[src/rtl/serial_addsub.sv]
// Bit-serial adder/subtractor: one full-adder step per cycle, LSB first, N cycles per operation.
// Optional overflow flag enabled by defining SERIAL_ADDSUB_OVF_EN; otherwise ovf is tied to 0.
module serial_addsub #(
  parameter int unsigned N = 8
) (
  input  logic         clk,
  input  logic         rst,
  input  logic         start,
  input  logic         add_ns,
  input  logic [N-1:0] a,
  input  logic [N-1:0] b,
  output logic         busy,
  output logic         done,
  output logic [N-1:0] s,
  output logic         cout,
  output logic         ovf
);

  localparam int unsigned CW = (N > 1) ? $clog2(N) : 1;

  typedef enum logic [1:0] {StIdle, StRun, StDone} state_e;

  state_e         state_q, state_d;
  logic [N-1:0]   a_q, b_q, s_q;
  logic           add_q, carry_q, cout_q;
  logic [CW-1:0]  cnt_q;
  logic           b_bit, sum_bit, carry_next, last_bit;

  // Subtraction is a + ~b + 1: the +1 comes from the carry preset at start.
  always_comb begin
    b_bit      = add_q ? b_q[0] : ~b_q[0];
    sum_bit    = a_q[0] ^ b_bit ^ carry_q;
    carry_next = (a_q[0] & b_bit) | (a_q[0] & carry_q) | (b_bit & carry_q);
    last_bit   = (cnt_q == CW'(N - 1));
  end

  always_comb begin
    state_d = state_q;
    unique case (state_q)
      StIdle:  if (start) state_d = StRun;
      StRun:   if (last_bit) state_d = StDone;
      StDone:  state_d = StIdle;
      default: state_d = StIdle;
    endcase
  end

  always_ff @(posedge clk or posedge rst) begin
    if (rst) state_q <= StIdle;
    else     state_q <= state_d;
  end

  always_ff @(posedge clk or posedge rst) begin
    if (rst) begin
      a_q     <= '0;
      b_q     <= '0;
      s_q     <= '0;
      add_q   <= 1'b0;
      carry_q <= 1'b0;
      cout_q  <= 1'b0;
      cnt_q   <= '0;
    end else begin
      unique case (state_q)
        StIdle: begin
          if (start) begin
            a_q     <= a;
            b_q     <= b;
            add_q   <= add_ns;
            carry_q <= ~add_ns;
            cnt_q   <= '0;
          end
        end
        StRun: begin
          a_q     <= a_q >> 1;
          b_q     <= b_q >> 1;
          s_q     <= {sum_bit, s_q[N-1:1]};
          carry_q <= carry_next;
          if (last_bit) cout_q <= carry_next;
          else          cnt_q  <= cnt_q + CW'(1);
        end
        default: ;
      endcase
    end
  end

`ifdef SERIAL_ADDSUB_OVF_EN
  logic ovf_q;

  // On the MSB step carry_q is the carry into the MSB and carry_next the carry out.
  always_ff @(posedge clk or posedge rst) begin
    if (rst)                                ovf_q <= 1'b0;
    else if (state_q == StRun && last_bit)  ovf_q <= carry_q ^ carry_next;
  end

  assign ovf = ovf_q;
`else
  assign ovf = 1'b0;
`endif

  assign busy = (state_q == StRun);
  assign done = (state_q == StDone);
  assign s    = s_q;
  assign cout = cout_q;

endmodule

[config.mk]
export PLATFORM = sky130hd
export DESIGN_NAME = serial_addsub
export DESIGN_NICKNAME = d
export VERILOG_FILES = /design/src/rtl/serial_addsub.sv
export SDC_FILE = /design/constraint.sdc
export NUM_CORES = 1
export LEC_CHECK = 0
export ABC_AREA = 1
export BUFFER_PORTS_ARGS = -buffer_cell sky130_fd_sc_hd__buf_2
export CAP_MARGIN = 20
export CORE_AREA = 2 2 58 60
export DETAILED_ROUTE_END_ITERATION = 16
export DIE_AREA = 0 0 60 62
export HOLD_SLACK_MARGIN = 0.12
export PLACE_DENSITY = 0.78
export SLEW_MARGIN = 40
export SYNTH_ARGS = -nofsm -noshare
export SYNTH_HDL_FRONTEND = slang
export SYNTH_SLANG_ARGS = --single-unit
[constraint.sdc]
create_clock -name clk -period 1.5 [get_ports clk]
set_input_delay 0.15 -clock clk [delete_from_list [all_inputs] [get_ports clk]]
set_output_delay 0.15 -clock clk [all_outputs]
set_load 0.03 [all_outputs]
Yosys cells after proc, flatten, opt, wreduce, memory -nomap -nowiden. Cells that the tools add are included. Widths: inputs -> output; s select.

Add/subtract/negate cells: 1. Multipliers: 0. Divide/modulo/power cells: 0. $lt $le $gt $ge: 0. Eq/ne operators: 6. Shift operators: 0. Mux-type cells: 13. Bitwise operators: 9. Reductions and logical operators: 7.

Operator list (count): $pmux 8 s2 (2); $mux 8 (2); $reduce_and 2->1 (4); $mux 3 (2); $pmux 3 s2 (1); $mux 2 (2); $ne 2x2->1 const B (2); $pmux 2 s2 (1); $add 3x1->3 const B (1); $and 1x1->1 (3); $eq 3x3->1 const B (1); $reduce_and 3->1 (1); $eq 2x1->1 const B (1); $eq 2x2->1 const B (1); $logic_not 2->1 (1); $mux 1 (2); $ne 2x1->1 const B (1); $not 1->1 (2); $or 1x1->1 (2); $pmux 1 s2 (1); $reduce_bool 2->1 (1); $xor 1x1->1 (2).

Register bits: 32. Bits in latches: 0. Memory bits (writable): 0. Bits in read-only memories: 0. Output and inout port bits: 12. Logic and storage cells: 44. Memories kept: 0.

Longest topological paths before layout.
Word-level depth: 6. Gate-level depth with buffers: 6. Gate-level depth less buffers: 6.

Least setup slack after synthesis. Ideal clock, no wire load.

Path type: flip-flop to flip-flop. Start point: register cnt_q[0]. End point: register cnt_q[0]. Library setup time: 117 ps. Arrival: 1106 ps. Required time: 1383 ps. Setup slack: 277 ps. Stages on the path, launching flop included: 7. Buffers on the path: 0. Period minus slack after synthesis: 1223 ps. Cell sequence: dfrtp_1 -> ha_1 -> ha_1 -> inv_1 -> nand3_1 -> nand3_1 -> nand2_1.

Word-level cells in the longest chain between the ends: 3. Elaborated cells between the ends (all ways): 6. Those cells by class: add/sub: 1; eq/ne: 2; mux: 2; reduce/logical: 1.

RTL lines: start, declared (line 26) `logic [CW-1:0] cnt_q;`; start signal, assigned (line 78) `else cnt_q <= cnt_q + CW'(1);`; $add 3x1->3 / $eq 3x3->1 (equally long branches) (line 78, 34); $mux 3 / $ne 2x2->1 (equally long branches); $pmux 3 s2 / $reduce_and 3->1 (equally long branches).

Parallel ways exist; a longest one is shown, timed or not. The select of a mux whose other input is x is not followed. A chain may end at the register's enable or synchronous reset.

Worst setup path after layout.
Start point: register state_q[0]. End point: output done.

Word-level cells in the longest chain between the ends: 1.

RTL lines: start, declared (line 23) `state_e state_q, state_d;`; start signal, assigned (line 48) `if (rst) state_q <= StIdle;`; start signal, assigned (line 49) `else state_q <= state_d;`; $eq 2x2->1 (line 100) `assign done = (state_q == StDone);`; end, declared (line 13) `output logic done,`.

Every way passes these cells.

==> reports/summary.md <==
- **Worst Path Class, Setup** flop to output pin
- **number of antenna violations at the first check in global routing** 0
- **Worst R2R End** cnt_q[0]
- **final core occ** 0.6372
- **total wire length after detailed routing** 3310 microns
- **area leader, netlist** sky130_fd_sc_hd__dfrtp_1
- **commonest cells in the netlist** 64 x sky130_fd_sc_hd__nand2_1, 49 x sky130_fd_sc_hd__nand3_1, 34 x sky130_fd_sc_hd__inv_1
- **insertion delay to the later sink of the worst-skew pair** 0.32 ns
- **Post-synth EDFFs** 0
- **Setup TNS** 0 ns
- **status** completed
- **number of failing setup endpoints in the final timing report** 0
- **maximum vdd drop** 0.7797 mV
- **DP Wirelength** 2185 microns
- **count of unique library cells instantiated by Yosys** 18
- **number of iterations in the first detailed-routing pass** 4
- **non-filler cells in the finished layout** 305
- **post-synth net total** 234
- **gate count of the mapped netlist** 211
- **clock tree from TritonCTS** yes
- **Seq cells post-synth** 32
- **clock tree sinks** 32
- **average instance area after synthesis** 7.632 sq um
- **Reg2Reg Setup Slack** 0.13 ns
- **GRT Resource Usage Total** 0.2033
- **max-cap violation count** 0
- **count of boundary I/O pins** 32
- **vias in the first global route** 1305
- **clock root buffer master** sky130_fd_sc_hd__clkbuf_4
- **fraction of the cycle the final worst path needs** 0.9406
- **total of warnings raised by yosys** 0
- **Area contributors post-synth** sky130_fd_sc_hd__dfrtp_1 50%, sky130_fd_sc_hd__nand3_1 15%, sky130_fd_sc_hd__nand2_1 15%, sky130_fd_sc_hd__inv_1 7.9%, sky130_fd_sc_hd__buf_2 2.5%
- **pin count of the biggest net entering global routing** 33
- **type of element launching the critical path** flop
- **number of buffers inserted during clock tree synthesis** 5
- **number of buffers between clock root and the deepest sink** 2
- **worst-path fanout max** 22
- **leakage power of the design** 1.169 nW
- **post-route DRC violation count** 0
- **Power Density** 2008 mW/mm^2
- **total number of H-tree levels** 2
- **buffers plus inverters on the worst setup path** 2
- **fraction of layout cells with a size suffix above 1** 0.1969
- **Synth-to-Final Area Change** 25.80%
- **mean routed wirelength per cell** 10.85 microns
- **worst endpoint required time** 1.35 ns
- **share of flip-flops with an asynchronous set or reset after synthesis** 1.000
- **number of routed nets with antenna violations** 0
- **total overflow reported by the global router** 0
- **chain of cells forming the critical path** buf_8, nor2_1, clkbuf_4
- **total chip power** 4.069 mW
- **die footprint** 0.003720 sq mm
- **final weighted congestion in routability-driven placement** 0.7879
- **maximum clock frequency** 0.7087 GHz
- **startpoint of the worst-slack reg-to-reg timing path** cnt_q[0]
- **type of the tightest min-delay check** input pin to flop
- **worst setup slack after layout** 0.08904 ns
- **Largest delay share family, worst path** flip-flops
- **crit-path max cell delay** 0.45 ns
- **number of DRC violations after detailed-routing iteration 0** 37
- **post-placement worst setup slack** 0.1402 ns
- **cell area after layout** 0.002026 sq mm
- **most used standard cell by instance count after synthesis** sky130_fd_sc_hd__nand2_1
- **hold_ws** 0.1380 ns
- **Post-Place Cells** 283
- **number of gates on the worst path with buffers counted** 3
- **post-placement cell area** 0.001812 sq mm
- **via-per-instance ratio** 4.715
- **number of placement rows** 21
- **vias after detailed routing** 1438
- **Synth Flop Type** sky130_fd_sc_hd__dfrtp_1
- **Post-Synthesis Cell Area** 0.001610 sq mm
- **sequential cell area fraction in the yosys report** 0.4973
- **Critical Path Sink Type** output pin
- **global-route wire length before repair** 5616 microns
- **filler cell count** 290
- **clock slew at the register clock pins of the worst setup and hold paths** 0.09 ns
- **Post-Route Skew** 0.008054 ns
- **Worst setup endpoint** done
- **library cell contributing the largest single delay on the critical path** sky130_fd_sc_hd__dfrtp_2
- **worst reg-to-reg path cell count** 6
- **total core area** 0.003179 sq mm
- **max-slew violation count** 0
- **final worst path period need** 1.411 ns
- **fraction of synthesized cell area taken by the top area cell type** 0.4973
- **Port-buffer cells** 30
- **horizontal extent of the die** 60 microns
- **antenna cell count** 0
- **RSZ-0062 raised after global routing** false
- **Total Nets Final** 281
- **Starting Density** 0.5065
- **count of endpoints failing hold in the final timing report** 0
- **source of the critical timing path** state_q[0]
- **chip height** 62 microns
- **Critical Path AT** 1.26 ns
timing repair:
item / CTS / global route
buffers inserted: 0 / 2
gates resized for setup: 2 / 5
pin swaps: 0 / 1
hold endpoints to repair: 44 / 0
hold buffers: 12 / 0
endpoints found under the setup margin: 1 / 2
area by class of cell:
class	instances	area, sq um	share of cell area
tap	46	57.56	0.02841
sequential	32	802.0	0.3959
timing repair buffer	51	350.3	0.1729
clock buffer	8	58.81	0.02903
multi-input combinational	132	620.6	0.3064
inverter	36	136.4	0.06733
logic make-up (layout without fill, tap and decap cells):
kind of cell,Yosys count,count (layout),synth area share
AO/OA/AOI/OAI,4,4,0.01243
XOR/XNOR,1,1,0.005440
adder cells (fa/ha/maj),3,3,0.02797
buffers and inverters,47,95,0.1204
flip-flops,32,32,0.4973
other,1,1,0.002329
AND/OR/NAND/NOR,123,123,0.3341
sequential cells by signal, indices dropped and copies added (netlist names):
signal	count
add_q	1
b_q	8
cnt_q	3
cout	1
s	8
a_q	8
carry_q	1
state_q	2
worst min path at each step:
stage	start	to	slack, ns	cells after the start
2_1_floorplan	add_ns	add_q	0.26	2
3_3_place_gp	rst	s[6]	0.25	3
3_5_place_dp	rst	s[6]	0.26	3
4_1_cts	b[3]	b_q[3]	0.12	5
5_1_grt	b[3]	b_q[3]	0.15	5
6_report	b[3]	b_q[3]	0.14	5
worst register-to-register path: stages, from the launching register on:
cell,delay [ns]
sky130_fd_sc_hd__dfrtp_1,0.41
sky130_fd_sc_hd__ha_1,0.20
sky130_fd_sc_hd__ha_1,0.17
sky130_fd_sc_hd__inv_1,0.16
sky130_fd_sc_hd__nand3_1,0.17
sky130_fd_sc_hd__nand3_1,0.10
sky130_fd_sc_hd__nand2_1,0.06
per-layer routing:
metal	wire (microns)	global-route usage	share of wire
met1	1554	0.2543	0.47
met2	1582	0.3525	0.48
met3	148	0.05590	0.045
met4	25	0.04762	0.0076
met5	0	0	0
layout by cell type (no fill, tap or decap):
master,Yosys,layout
sky130_fd_sc_hd__nand4_1,3,3
sky130_fd_sc_hd__xor2_1,1,1
sky130_fd_sc_hd__dfrtp_2,0,1
sky130_fd_sc_hd__clkbuf_8,0,1
sky130_fd_sc_hd__nand2_4,0,1
sky130_fd_sc_hd__inv_2,1,1
sky130_fd_sc_hd__nand2_2,3,2
sky130_fd_sc_hd__clkinv_2,0,1
sky130_fd_sc_hd__dfrtp_1,32,31
sky130_fd_sc_hd__fa_1,1,1
sky130_fd_sc_hd__nand3_1,49,49
sky130_fd_sc_hd__buf_4,2,8
sky130_fd_sc_hd__inv_1,34,34
sky130_fd_sc_hd__ha_1,2,2
sky130_fd_sc_hd__clkbuf_1,1,2
sky130_fd_sc_hd__nor2_1,4,4
sky130_fd_sc_hd__buf_2,8,28
sky130_fd_sc_hd__o21ai_0,3,3
sky130_fd_sc_hd__buf_8,0,1
sky130_fd_sc_hd__conb_1,1,1
sky130_fd_sc_hd__dlygate4sd3_1,0,12
sky130_fd_sc_hd__clkbuf_4,0,7
sky130_fd_sc_hd__o21ai_1,1,1
sky130_fd_sc_hd__nand2_1,64,64
report_power, final:
group / internal [mW] / switching, mW / leakage, nW / total, mW
logic: 0.776 / 1.27 / 0.745 / 2.05
clock network: 0.231 / 0.275 / 0.0326 / 0.506
registers: 1.27 / 0.238 / 0.391 / 1.51
total: 2.28 / 1.79 / 1.17 / 4.07
No activity file was read; power rests on OpenSTA's default activity.
